[src/rtl/seq_divider_pkg.sv]
// Shared definitions for the sequential restoring divider: FSM state encoding
// and the default operand width.
package seq_divider_pkg;

  localparam int DEFAULT_WIDTH = 32;

  typedef enum logic [1:0] {
    IDLE = 2'b00,
    EXEC = 2'b01,
    DONE = 2'b10
  } state_t;

endpackage

[src/rtl/seq_divider_if.sv]
// Command/result bundle of the sequential divider; the master issues
// operations and the slave (the divider) answers with a registered result.
interface seq_divider_if
  import seq_divider_pkg::*;
#(
  parameter int WIDTH = DEFAULT_WIDTH
);

  logic               op_start;
  logic               op_clear;
  logic [WIDTH-1:0]   dividend;
  logic [WIDTH-1:0]   divisor;
  logic [2*WIDTH-1:0] result;
  logic               op_done;
  logic               div_by_zero;

  modport master (
    output op_start, op_clear, dividend, divisor,
    input  result, op_done, div_by_zero
  );

  modport slave (
    input  op_start, op_clear, dividend, divisor,
    output result, op_done, div_by_zero
  );

endinterface

[src/rtl/seq_divider_div_step.sv]
// One restoring division step: shift {rem,quo} left, then subtract the
// divisor from the remainder when it fits and record the outcome in quo's LSB.
module div_step
  import seq_divider_pkg::*;
#(
  parameter int WIDTH = DEFAULT_WIDTH
) (
  input  logic [WIDTH-1:0] rem,
  input  logic [WIDTH-1:0] quo,
  input  logic [WIDTH-1:0] divisor,
  output logic [WIDTH-1:0] next_rem,
  output logic [WIDTH-1:0] next_quo
);

  // The shifted remainder needs one extra bit, since it can reach 2*divisor-1.
  logic [WIDTH:0]   shifted;
  logic [WIDTH-1:0] trial;
  logic             fits;

  always_comb begin
    shifted  = {rem, quo[WIDTH-1]};
    fits     = (shifted >= {1'b0, divisor});
    trial    = shifted[WIDTH-1:0] - divisor;
    next_rem = fits ? trial : shifted[WIDTH-1:0];
    next_quo = {quo[WIDTH-2:0], fits};
  end

endmodule

[src/rtl/seq_divider.sv]
// Sequential unsigned divider: one restoring step per clock, WIDTH steps per
// division, with a registered {remainder, quotient} result held in DONE.
module seq_divider
  import seq_divider_pkg::*;
#(
  parameter int WIDTH = DEFAULT_WIDTH
) (
  input logic          clk,
  input logic          reset_n,
  seq_divider_if.slave bus
);

  localparam int CNT_W = $clog2(WIDTH) + 1;
  localparam logic [CNT_W-1:0] LAST_STEP = CNT_W'(WIDTH - 1);

  state_t             state;
  state_t             next_state;
  logic [CNT_W-1:0]   step_cnt;
  logic [WIDTH-1:0]   rem_q;
  logic [WIDTH-1:0]   quo_q;
  logic [WIDTH-1:0]   divisor_q;
  logic [WIDTH-1:0]   step_rem;
  logic [WIDTH-1:0]   step_quo;
  logic [2*WIDTH-1:0] result_q;
  logic               done_q;
  logic               dbz_q;
  logic               load;
  logic               zero_div;
  logic               finishing;

  div_step #(.WIDTH(WIDTH)) u_step (
    .rem      (rem_q),
    .quo      (quo_q),
    .divisor  (divisor_q),
    .next_rem (step_rem),
    .next_quo (step_quo)
  );

  always_ff @(posedge clk) begin
    if (!reset_n) state <= IDLE;
    else          state <= next_state;
  end

  // A zero divisor spends a single cycle in EXEC and then finishes without stepping.
  always_comb begin
    next_state = state;
    load       = 1'b0;
    zero_div   = (divisor_q == '0);
    case (state)
      IDLE: begin
        if (!bus.op_clear && bus.op_start) begin
          next_state = EXEC;
          load       = 1'b1;
        end
      end
      EXEC: begin
        if (bus.op_clear)                              next_state = IDLE;
        else if (zero_div || step_cnt == LAST_STEP)    next_state = DONE;
      end
      DONE: begin
        if (bus.op_clear) begin
          next_state = IDLE;
        end else if (bus.op_start) begin
          next_state = EXEC;
          load       = 1'b1;
        end
      end
      default: next_state = IDLE;
    endcase
    finishing = (state == EXEC) && (next_state == DONE);
  end

  always_ff @(posedge clk) begin
    if (!reset_n) begin
      divisor_q <= '0;
      rem_q     <= '0;
      quo_q     <= '0;
      step_cnt  <= '0;
    end else if (load) begin
      divisor_q <= bus.divisor;
      quo_q     <= bus.dividend;
      rem_q     <= '0;
      step_cnt  <= '0;
    end else if (state == EXEC && !zero_div) begin
      rem_q    <= step_rem;
      quo_q    <= step_quo;
      step_cnt <= step_cnt + CNT_W'(1);
    end
  end

  // Outputs are loaded only on entry to DONE and held there; anywhere else they read zero.
  always_ff @(posedge clk) begin
    if (!reset_n) begin
      result_q <= '0;
      done_q   <= 1'b0;
      dbz_q    <= 1'b0;
    end else if (finishing) begin
      result_q <= zero_div ? {quo_q, {WIDTH{1'b1}}} : {step_rem, step_quo};
      done_q   <= 1'b1;
      dbz_q    <= zero_div;
    end else if (next_state != DONE) begin
      result_q <= '0;
      done_q   <= 1'b0;
      dbz_q    <= 1'b0;
    end
  end

  assign bus.result      = result_q;
  assign bus.op_done     = done_q;
  assign bus.div_by_zero = dbz_q;

endmodule

[src/flat_wrapper.sv]
// flat-port wrapper written by rule: the top's interface ports become plain ports
module seq_divider_flat import seq_divider_pkg::*;
#(
  parameter int WIDTH = DEFAULT_WIDTH
)
  (clk, reset_n, bus_op_start, bus_op_clear, bus_dividend, bus_divisor, bus_result, bus_op_done, bus_div_by_zero);
  seq_divider_if #(.WIDTH(WIDTH)) bus_i ();
  input logic clk;
  input logic reset_n;
  input wire logic [$bits(bus_i.op_start)-1:0] bus_op_start;
  input wire logic [$bits(bus_i.op_clear)-1:0] bus_op_clear;
  input wire logic [$bits(bus_i.dividend)-1:0] bus_dividend;
  input wire logic [$bits(bus_i.divisor)-1:0] bus_divisor;
  output wire logic [$bits(bus_i.result)-1:0] bus_result;
  output wire logic [$bits(bus_i.op_done)-1:0] bus_op_done;
  output wire logic [$bits(bus_i.div_by_zero)-1:0] bus_div_by_zero;
  assign bus_i.op_start = bus_op_start;
  assign bus_i.op_clear = bus_op_clear;
  assign bus_i.dividend = bus_dividend;
  assign bus_i.divisor = bus_divisor;
  assign bus_result = bus_i.result;
  assign bus_op_done = bus_i.op_done;
  assign bus_div_by_zero = bus_i.div_by_zero;
  seq_divider #(.WIDTH(WIDTH)) u_core (.clk(clk), .reset_n(reset_n), .bus(bus_i));
endmodule
[config.mk]
export PLATFORM = sky130hd
export DESIGN_NAME = seq_divider_flat
export DESIGN_NICKNAME = d
export VERILOG_FILES = /design/src/rtl/seq_divider_pkg.sv /design/src/rtl/seq_divider_if.sv /design/src/rtl/seq_divider_div_step.sv /design/src/rtl/seq_divider.sv /design/src/flat_wrapper.sv
export SDC_FILE = /design/constraint.sdc
export NUM_CORES = 1
export LEC_CHECK = 0
export CAP_MARGIN = 40
export CORE_ASPECT_RATIO = 1.75
export CORE_MARGIN = 2
export CORE_UTILIZATION = 50
export CTS_BUF_LIST = sky130_fd_sc_hd__clkbuf_8
export DETAILED_ROUTE_END_ITERATION = 7
export PLACE_DENSITY = 0.75
export SLEW_MARGIN = 20
export SYNTH_ARGS = -nofsm -noshare
export SYNTH_HDL_FRONTEND = slang
export SYNTH_SLANG_ARGS = --single-unit
export TNS_END_PERCENT = 30
[constraint.sdc]
create_clock -name clk -period 3.33 [get_ports clk]
set_input_delay 0.333 -clock clk [delete_from_list [all_inputs] [get_ports clk]]
set_output_delay 0.333 -clock clk [all_outputs]
set_load 0.02 [all_outputs]
Word level (Yosys, flattened, before mapping)
Cells that the tools add are included.
{ "word_totals": {"regBits": 170, "inputBits": 68, "out_inout_bits": 66, "wordCells": 47} }
{ "classes": {"addsub": 2, "n_lt_le_gt_ge": 1, "n_eq_ne": 5, "mux": 19, "bitwise_logic": 1, "reduce_logical": 11} }
{ "ops": {"columns": ["operator", "n"], "rows": [
  ["64-bit 2-to-1 mux", 3],
  ["32-bit 2-to-1 mux", 3],
  ["33-bit by 32-bit greater-or-equal comparator with 1-bit output", 1],
  ["32-bit logical NOT", 1],
  ["32-bit subtractor", 1],
  ["2-bit 2-to-1 mux", 5],
  ["6-bit by 1-bit adder with 6-bit output, second input constant", 1],
  ["6-bit by 5-bit equality test with 1-bit output, second input constant", 1],
  ["1-bit 2-to-1 mux", 6],
  ["2-bit one-hot mux with 3 select lines", 1],
  ["2-bit equality test, second input constant", 2],
  ["2-bit nonzero test", 2],
  ["1-bit logical AND", 3],
  ["2-bit by 1-bit equality test with 1-bit output, second input constant", 1],
  ["1-bit logical NOT", 2],
  ["2-bit logical NOT", 1],
  ["2-bit != test, second input constant", 1],
  ["1-bit one-hot mux with 2 select lines", 1],
  ["2-bit OR reduction", 1],
  ["1-bit logical OR", 1],
  ["1-bit inverter", 1]
]} }

Longest topological paths before layout
{ "logic_depth": {"depth_word": 8, "depth_mapped": 13, "mapped_depth_nobuf": 13} }

Cells and area by module
Synthesis repeated with hierarchy kept, for this count alone.
{ "unflattened": {"cells_unflattened": 1097, "hier_area_um2": 9152.5} }
{ "by_module_without_submodules": {"columns": ["module", "instances", "cells_each", "area_per_inst_um2", "seq_area_each_um2"], "rows": [
  ["seq_divider", 1, 742, 6581.3, 3403.3],
  ["div_step", 1, 355, 2571.2, 0.0]
]} }

Least setup slack after synthesis
No wires, ideal clock.
{ "synth_path": {"path_kind": "flip-flop to flip-flop", "start": "register u_core.quo_q[31]", "end": "register u_core.rem_q[28]", "setup_time_ns": 0.133, "arrival_time_ns": 2.530, "setup_slack_ns": 0.668, "path_stages_with_launch": 14, "path_buffers": 0, "synth_period_minus_slack_ns": 2.662, "path_cell_list": "dfxtp_1 inv_1 ha_1 inv_1 fa_1 a21oi_1 nor2_1 o31ai_1 nand2_1 a211oi_2 a211oi_1 or3_1 a31oi_1 a21oi_1"} }
{ "synth_between": {"elab_chain_len": 2, "elab_cells_between_ends": 3, "cone_classes": "1 x add/sub; 1 x order compare; 1 x mux"} }
{ "synth_rtl": {"columns": ["element", "line_no", "source"], "rows": [
  ["start: declaration", "seq_divider.sv:20", "logic [WIDTH-1:0] quo_q;"],
  ["start signal: assignment", "seq_divider.sv:81", "quo_q <= bus.dividend;"],
  ["start signal: assignment", "seq_divider.sv:86", "quo_q <= step_quo;"],
  ["32-bit subtractor / 33-bit by 32-bit greater-or-equal comparator with 1-bit output (equally long branches)", "seq_divider_div_step.sv:23, seq_divider_div_step.sv:22", null],
  ["32-bit 2-to-1 mux (*)", "seq_divider_div_step.sv:24", "next_rem = fits ? trial : shifted[WIDTH-1:0];"],
  ["end signal: assignment", "seq_divider.sv:85", "rem_q <= step_rem;"],
  ["end: declaration", "seq_divider.sv:19", "logic [WIDTH-1:0] rem_q;"]
]} }
Every way passes the cells marked *; elsewhere a longest branch is shown, timed or not.
A chain may end at the register's enable or synchronous reset.

Worst setup path after layout
{ "layout_path": {"start": "register u_core.divisor_q[24]", "end": "register u_core.rem_q[13]"} }
{ "layout_between": {"elab_chain_len": 3, "elab_cells_between_ends": 5, "cone_classes": "1 x order compare; 1 x mux; 3 x reduce/logical"} }
{ "layout_rtl": {"columns": ["element", "line_no", "source"], "rows": [
  ["start: declaration", "seq_divider.sv:21", "logic [WIDTH-1:0] divisor_q;"],
  ["start signal: assignment", "seq_divider.sv:80", "divisor_q <= bus.divisor;"],
  ["parallel branches: the longest is 3 deep, another holds 33-bit by 32-bit greater-or-equal comparator with 1-bit output", null, null]
]} }
Several ways; the timed one is not identified.

==> flow_summary.json <==
{
  "place_ws_ns": 0.277,
  "critPathMaxFanout": 11,
  "htree_levels": 4,
  "final_antenna_net_count": 0,
  "slew_headroom_pct": 55.3,
  "hp-class": "in -> reg",
  "status": "finished, final reports clean",
  "max_freq_mhz": 326,
  "hold_viol": 0,
  "critPathMaxStageDelay_ns": 0.44,
  "cts_buffer_depth": 2,
  "io_buffers": 133,
  "num_vias": 8255,
  "layout_common_cells": "213 x nand2_1, 170 x dfxtp_1, 132 x clkdlybuf4s50_1",
  "clock-sinks": 170,
  "tritoncts": "done",
  "tightest_slew_ns": 0.668,
  "num_antenna_cells": 0,
  "yosysWarnings": 0,
  "areaGrowthSynthToFinish_pct": 21.9,
  "final_nets": 1304,
  "ys_seq_area_share_pct": 38.3,
  "critPathSlowestCell": "o21a_1",
  "clock_latency_ns": 0.48,
  "critPathKind": "reg -> reg",
  "hold_depth": 2,
  "worst_clock_skew_ns": 0.0226,
  "syn_area_sq_um": 8880,
  "slew_viol_final": 0,
  "drtPass1Iterations": 5,
  "tns_ns": 0,
  "overflow": 0,
  "cap_violations": 0,
  "row_count": 64,
  "path_clk_slew_ns": 0.11,
  "crit_top_cell": "a21oi_1",
  "critPathArrivalTime_ns": 3.41,
  "syn_inst": 1105,
  "drt_iter0_markers": 447,
  "core_area_sq_um": 17500,
  "rsz0062_at_grt": "no",
  "synth-async-reset-ratio_pct": 0,
  "drcViolationCount": 0,
  "finalCritPeriodShare_pct": 92.0,
  "routed_via_density": 5.71,
  "postSynthAreaPerCell_sq_um": 8.04,
  "cts_made_buffers": 17,
  "startpoint_type": "flop",
  "synth_fp_nets": 1207,
  "cts_hold_buf": 0,
  "synthDistinctLibCells": 57,
  "grt_pass1_vias": 7954,
  "initial_utilization_pct": 50.9,
  "r2r_cells": 12,
  "ys_seq_elements": 170,
  "leakage_nw": 4.06,
  "required_ns": 3.68,
  "io_pins": 134,
  "routed_wl_um": 24500,
  "wl_per_cell_um": 16.9,
  "track_usage_pct": 25.9,
  "powerDensity_nw_per_um2": 496,
  "place.detailed.hpwl_um": 18400,
  "finish.utilization_pct": 62.0,
  "cts.root.buffer_cell": "clkbuf_8",
  "cp-end-kind": "flop",
  "grt_first_pass_wirelength_um": 39700,
  "die_h_um": 180,
  "drive_gt1_share_pct": 6.58,
  "fp.dieW_um": 105,
  "finalCriticalPeriod_ns": 3.06,
  "place.gp.congestion": 0.968,
  "final_common_cell": "nand2_1",
  "path_cells": "inv_1 > ha_1 > a21oi_1 > o21ai_0 > a311oi_1 > o31ai_1 > a211oi_2 > o21a_1 > buf_4 > nor2_1 > a21oi_1 > a21oi_1",
  "postCtsSetupRepairBufs": 0,
  "fin_ws_ns": 0.265,
  "synth_enable_flop_cells": 0,
  "ys.flop_type": "dfxtp_1",
  "grt_max_degree": 68,
  "fillCellCount": 1667,
  "grt_antenna_before_repair": 0,
  "fp.dieArea_sq_um": 18900,
  "setup_violations": 0,
  "ir_worst_vdd_mv": 0.233
}
## repair_timing
action,4_1_cts,5_1_grt
setup endpoints to repair,0,3
endpoints found under the hold margin,0,0
gates resized for setup,0,1
## critical path, delay by kind of cell, from the launching register on
family	cells	cell delay, ns
adder cells (fa/ha/maj)	1	0.36
buffers and inverters	2	0.30
AND/OR/NAND/NOR	1	0.06
AO/OA/AOI/OAI	8	1.87
flip-flops	1	0.36
## worst paths after layout
path                    startpoint                     to  slack (ns)
max           u_core.divisor_q[24]       u_core.rem_q[13]        0.27
min                        reset_n   u_core.divisor_q[14]        0.40
max reg2reg   u_core.divisor_q[24]       u_core.rem_q[13]        0.27
min reg2reg  u_core.bus.result[29]  u_core.bus.result[29]        0.46
## power by group
part           leakage, nW  internal (mW)  switching [mW]
combinational         2.47          0.632           0.956
sequential            1.38           2.10          0.0717
clock                0.215          0.771           0.833
total                 4.06           3.50            1.86
## routing by layer
| layer | vias up | share of wire [%] | track usage, % | wire [um] |
|---|---|---|---|---|
| li1 | 4088 | - | - | - |
| met1 | 3914 | 41 | 30.4 | 9980 |
| met2 | 205 | 52 | 46.5 | 12800 |
| met3 | 48 | 3.7 | 4.20 | 903 |
| met4 | 0 | 3.2 | 10.6 | 782 |
| met5 | - | 0 | 0 | 0 |
## state kept, by name (all words and copies together), names as in the netlist
register / flops
u_core.rem_q: 32
u_core.bus.result: 64
u_core.step_cnt: 6
u_core.quo_q: 32
u_core.divisor_q: 32
u_core.state: 2
u_core.bus.op_done: 1
u_core.bus.div_by_zero: 1
## kinds of logic (layout without fill, tap and decap cells)
group | after synthesis | in the layout | synth area share, %
compound gates | 393 | 393 | 30.1
xor+xnor | 29 | 29 | 2.86
fa+ha+maj | 34 | 34 | 4.87
buf+inv | 116 | 226 | 5.38
flops | 170 | 170 | 38.3
mux | 11 | 11 | 1.24
simple gates | 352 | 352 | 17.2
## cell usage after synthesis (2+ instances only)
library cell    n  area share (%)
a211oi_1       18             1.5
a211oi_2        5            0.70
a21boi_0       80             6.8
a21boi_1        5            0.42
a21o_1         12             1.0
a21oi_1        59             3.3
a21oi_2         2            0.20
a22o_1         32             3.2
a22oi_1        27             2.3
a31oi_1         7            0.49
and2_1          9            0.63
and3_1          6            0.42
buf_1           2           0.085
buf_2          13            0.73
buf_6           3            0.38
clkbuf_1       59             2.5
dfxtp_1       170              38
ha_1           33             4.6
inv_1          38             1.6
mux2i_1        11             1.2
nand2_1       214             9.0
nand2b_1        2            0.14
nand3_1        22             1.2
nand4_1        11            0.77
nor2_1         50             2.1
nor2b_1         7            0.49
nor3_1          9            0.51
nor4_1         10            0.70
o211a_1        13             1.5
o211ai_1        4            0.34
o21a_1          6            0.51
o21ai_0        89             5.0
o21ai_1        14            0.79
o21bai_1        6            0.51
o31a_1          2            0.20
o31ai_1         4            0.34
or2_2           3            0.21
or3_1           2            0.14
xnor2_1        15             1.5
xor2_1         14             1.4
## final cells by class
cell class	count	area, sq um	share of cell area, %
clock inverters	15	205	1.90
well taps	231	289	2.67
flip-flops and latches	170	3400	31.4
repair buffers	156	1510	14.0
clock buffers	17	234	2.16
multi-input cells	819	5040	46.5
inverters	38	143	1.32
## through the flow
| stage | instances | hold slack (ns) | cell area (sq um) | total power [mW] |
|---|---|---|---|---|
| after floorplan | 1105 | 0.456 | 8880 | 3.32 |
| after global placement | 1414 | 0.437 | 10400 | 3.77 |
| after detailed placement | 1414 | 0.450 | 10400 | 3.77 |
| after CTS | 1446 | 0.388 | 10800 | 5.36 |
| after global routing | 1446 | 0.407 | 10800 | 5.62 |
| final | 1446 | 0.399 | 10800 | 5.36 |
(Power assumes the default switching activity.)
==> edit 1: new RTL, config.mk and constraints unchanged <==
Make the reset (`reset_n`) asynchronous in 3 clocked blocks.
--- a/src/rtl/seq_divider.sv
+++ b/src/rtl/seq_divider.sv
@@ -36,7 +36,7 @@
     .next_quo (step_quo)
   );
 
-  always_ff @(posedge clk) begin
+  always_ff @(posedge clk or negedge reset_n) begin
     if (!reset_n) state <= IDLE;
     else          state <= next_state;
   end
@@ -70,7 +70,7 @@
     finishing = (state == EXEC) && (next_state == DONE);
   end
 
-  always_ff @(posedge clk) begin
+  always_ff @(posedge clk or negedge reset_n) begin
     if (!reset_n) begin
       divisor_q <= '0;
       rem_q     <= '0;
@@ -89,7 +89,7 @@
   end
 
   // Outputs are loaded only on entry to DONE and held there; anywhere else they read zero.
-  always_ff @(posedge clk) begin
+  always_ff @(posedge clk or negedge reset_n) begin
     if (!reset_n) begin
       result_q <= '0;
       done_q   <= 1'b0;
Formal check against the unedited RTL: differs if reset_n is asserted again (counterexample within 4 cycles, from zero or initial values and one cycle with reset_n low); with reset_n held inactive, the same outputs for 10 cycles.
==> edit 1 against the unedited design <==
- routed wire length grew 11%
- global-route usage grew 3.5 points
- hold slack lost 3.8 ps
- sequential cell count is the same
- worst setup slack lost 280 ps
- sequential share of layout area grew 7.6 points
- non-clock buffer count grew 8
- maximum frequency shrank 8.3%
- the flow now finishes with violations (setup timing)
- largest cell class is now sequential cells
- core utilization grew 0.62 points
- design area grew 0.54%
- synthesized area shrank 0.90%
- count of clock-buffer cells in the layout is the same
Power is not compared: it rests on default switching activity, and its combinational part moved more than twofold at a synthesized area within 25%.
==> edit 1: results (changes against the unedited design) <==
GLOBAL ROUTE
-------------------------------------------------------------------------------------
Overall global routing resource usage                                           29.4%   +3.5 points
Global-route track usage on met3                                                6.38%   +2.2 points
Global Route met2 Usage                                                         49.9%   +3.4 points
Met1 routing resource usage after global routing                                34.3%   +4.0 points
Largest net degree at the start of global routing                                  76   +12%

SYNTH
-------------------------------------------------------------------------------------
Part of the Yosys area used for sequential elements                             48.3%   +10 points
Synthesized Nets                                                                1,074   -11%
Most instantiated cells after synthesis                                  sky130_fd_sc_hd__nand2_1, sky130_fd_sc_hd__dfrtp_1, sky130_fd_sc_hd__o21ai_0, sky130_fd_sc_hd__a21oi_1, sky130_fd_sc_hd__clkbuf_1
Async set-reset flop share out of synthesis                                      100%   +100 points
Synth unique cells                                                                 54   -5.3%

TIMING
-------------------------------------------------------------------------------------
Slack of the critical path                                                   -12.8 ps   -278 ps
Final Skew                                                                    11.8 ps   -10.8 ps
Setup violators final                                                               1   +1

LAYOUT
-------------------------------------------------------------------------------------
Multi-input logic cell count                                                      703   -14%
Proportion of cell area occupied by multi-input gates                           38.5%   -8.0 points
Number of non-clock inverters                                                      43   +13%
Storage cell area                                                        0.00425 mm^2   +25%
Net count, final                                                                1,201   -7.9%
Clock buf/inv share                                                             3.31%   -0.75 points
Final-layout non-clock buffer area share                                        15.0%   +0.99 points
Fraction of layout cells with a size suffix above 1                             7.20%   +0.62 points
Layout sequential cell count                                                      170   unchanged
Buffers outside the clock class                                                   164   +5.1%

ROUTE
-------------------------------------------------------------------------------------
Detailed-route wire length                                                  27,200 um   +11%
Count of routing violations after the opening detailed-route iteration            455   +1.8%
DR vias/cell                                                                     5.82   +1.9%

RUN STATUS
-------------------------------------------------------------------------------------
Failing checks                                                           setup timing
Run status                                                               finished, violations left

SETUP PATH
-------------------------------------------------------------------------------------
Data arrival time of the critical path                                        3710 ps   +300 ps
Cell with the largest stage delay on the worst path                      sky130_fd_sc_hd__dfrtp_1
CP peak stage delay                                                            470 ps   +30 ps

MIN PATH
-------------------------------------------------------------------------------------
Worst Hold Class                                                         primary input to asynchronous set/reset pin

PLACEMENT
-------------------------------------------------------------------------------------
RePlAce Congestion                                                              0.960   -0.80%

[edit 1: power by group through the flow]
stage	Sequential, W	Combinational, W	Clock, W
finish	0.00287	0.00383	0.00140
CTS	0.00285	0.00377	0.00142
detailed placement	0.00289	0.00374	0
global route	0.00290	0.00419	0.00150
floorplan	0.00270	0.00271	0
global placement	0.00289	0.00370	0
[edit 1: cells by family after synthesis]
group / count (synthesis) / share of synthesized area (%)
AO/OA/AOI/OAI: 313 / 21.5
XOR/XNOR: 33 / 3.28
adder cells (fa/ha/maj): 34 / 4.92
buffers and inverters: 99 / 4.42
flip-flops: 170 / 48.3
multiplexers: 24 / 2.74
AND/OR/NAND/NOR: 299 / 14.8
[edit 1: path summary, 6_finish.rpt]
check / endpoint / slack (ps)
hold reg to reg: u_core.bus.result[28]$_DFFE_PN0P_ / 470
setup / recovery: u_core.bus.result[52]$_DFFE_PN0P_ / -10
max in group asynchronous: u_core.bus.result[35]$_DFFE_PN0P_ / 2030
min in group clk: u_core.divisor_q[18]$_DFFE_PN0P_ / 400
setup reg to reg: u_core.bus.result[52]$_DFFE_PN0P_ / -10
hold / removal: u_core.step_cnt[1]$_DFFE_PN0P_ / 400
[edit 1: through the flow]
step	setup TNS, ps	utilization [%]	total power (W)	area [um^2]	hold slack (ps)
2_1_floorplan	0	-	0.00541	8800	37.4
3_3_place_gp	0	60.5	0.00659	10500	399
3_5_place_dp	0	60.5	0.00663	10500	405
4_1_cts	0	62.6	0.00805	10900	388
5_1_grt	0	62.6	0.00859	10900	404
6_report	-12.8	62.6	0.00810	10900	396
[edit 1: per-layer routing]
metal	wire length [um]	share of wire, %
met1	10300	38
met2	13700	50
met3	1630	6.0
met4	1610	5.9
met5	0	0
==> edit 2: new RTL, same flow settings <==
Without the edit above. `DEFAULT_WIDTH`: 32 -> 16.
--- a/src/rtl/seq_divider_pkg.sv
+++ b/src/rtl/seq_divider_pkg.sv
@@ -2,7 +2,7 @@
 // and the default operand width.
 package seq_divider_pkg;
 
-  localparam int DEFAULT_WIDTH = 32;
+  localparam int DEFAULT_WIDTH = 16;
 
   typedef enum logic [1:0] {
     IDLE = 2'b00,
Interface: changed (resized bus_dividend, bus_divisor and bus_result); port bits go from 134 to 70. No check against the original RTL was run, so the function may have changed too.
==> edit 2 against the unedited design <==
- sequential cell count is 81 lower
- routed wire length decreased by 50%
- synthesized area down 49%
- worst setup slack improved by 280 ps
- critical path depth fell by 1
- total power decreased by 50%
- design area is 49% lower
- core utilization rose by 0.91 points
- die area fell by 48%
==> edit 2: results (changes against the unedited design) <==
POWER
-------------------------------------------------------------------------------------
Total Power Consumption                                                     0.00268 W   -50%
Standby leakage power                                                         1.95 nW   -52%
Comb group                                                                 0.000775 W   -51%
Clock power share                                                               28.4%   -1.5 points
VDD IR-drop max                                                              0.233 mV   about the same
Switching Share                                                                 33.3%   -1.4 points

SYNTH
-------------------------------------------------------------------------------------
Area contributors post-synth                                             sky130_fd_sc_hd__dfxtp_1, sky130_fd_sc_hd__nand2_1, sky130_fd_sc_hd__a21oi_1
Synth Area in Compound Gates                                                    28.6%   -1.4 points
Synth Instances                                                                   542   -51%
Multiplexer share of the synthesized area                                       2.45%   +1.2 points
Part of the Yosys area used for sequential elements                             39.6%   +1.3 points
Synth unique cells                                                                 63   +11%
Synthesized Nets                                                                  597   -51%
XOR/XNOR share of the synthesized area                                          2.14%   -0.72 points
Adder-cell share of the synthesized area                                        5.46%   +0.58 points

ROUTE
-------------------------------------------------------------------------------------
Count of routing violations after the opening detailed-route iteration            300   -33%
First-pass iteration count of the detailed router                                   7   +2
Via count of the routed design                                                  4,198   -49%
Average routed wire per standard cell                                         16.9 um   about the same
Detailed-route wire length                                                  12,200 um   -50%

PLACEMENT
-------------------------------------------------------------------------------------
Placed inst area                                                         0.00528 mm^2   -49%
Pre-CTS WS                                                                     539 ps   +261 ps
PortBufs                                                                           69   -48%
Cell total after placement                                                        706   -50%
RePlAce Congestion                                                              0.994   +2.7%
HPWL after detailed placement                                                 9270 um   -50%

LAYOUT
-------------------------------------------------------------------------------------
# fillers                                                                         785   -53%
Max reg flops                                                                      32   -50%
Net count, final                                                                  656   -50%

MIN PATH
-------------------------------------------------------------------------------------
Worst Hold Class                                                         flip-flop to flip-flop
End point of the worst hold path                                         u_core.bus.result[5]$_SDFFE_PN0P_

CLOCK NETWORK
-------------------------------------------------------------------------------------
Setup repair bufs after CTS                                                         0   unchanged
Clk_lat worst skew                                                             360 ps   -120 ps
H-tree lvl count                                                                    3   -1
Worst-path clk slew                                                             90 ps   -20 ps
Total CTS buffers                                                                   9   -8

RUN STATUS
-------------------------------------------------------------------------------------
Run status                                                               finished, final reports clean

GLOBAL ROUTE
-------------------------------------------------------------------------------------
Vias in the first global route                                                  4,141   -48%
Overall global routing resource usage                                           26.7%   +0.77 points
Global-route wire length before repair                                      20,000 um   -50%
Largest net degree at the start of global routing                                  53   -22%

SETUP PATH
-------------------------------------------------------------------------------------
Crit path capture                                                        u_core.rem_q[14]$_SDFFE_PP0P_
Path depth of the worst reg2reg path                                               11   -1
Cell with the largest stage delay on the worst path                      sky130_fd_sc_hd__fa_1
Critical R2R Launch                                                      u_core.quo_q[15]$_SDFFE_PN0P_
Slack of the worst reg-to-reg path                                             550 ps   +280 ps
Maximum net fanout on the critical path                                             4   -7
CP peak stage delay                                                            390 ps   -50 ps
Data arrival time of the critical path                                        3000 ps   -410 ps

TIMING
-------------------------------------------------------------------------------------
Final Skew                                                                    11.4 ps   -11.2 ps
Final hold slack                                                               453 ps   +53.6 ps
Slew at the pin closest to its max-slew limit                                  635 ps   -33.6 ps
Post-layout minimum cycle time                                                2780 ps   -285 ps

==> edit 2: layout make-up <==
class	count	area (um^2)	area share [%]
Multi-Input combinational cell	397	2500	45.5
Sequential cell	89	1780	32.4
Timing Repair Buffer	79	769	14.0
Tap cell	117	146	2.67
Clock buffer	10	138	2.51
Inverter	25	93.8	1.71
Clock inverter	6	66.3	1.21
==> edit 2: cells by family after synthesis <==
kind of cell | Yosys count
buf+inv | 56
fa+ha+maj | 19
mux | 11
flops | 89
compound gates | 186
simple gates | 170
xor+xnor | 11
==> edit 2: layer usage <==
metal	routed length [um]	global-route usage [%]	vias to the layer above	part of all wire, %
li1	-	-	2059	-
met3	436	3.89	32	3.6
met5	0	0	-	0
met1	4790	29.5	1988	39
met4	481	13.3	0	3.9
met2	6530	47.8	119	53
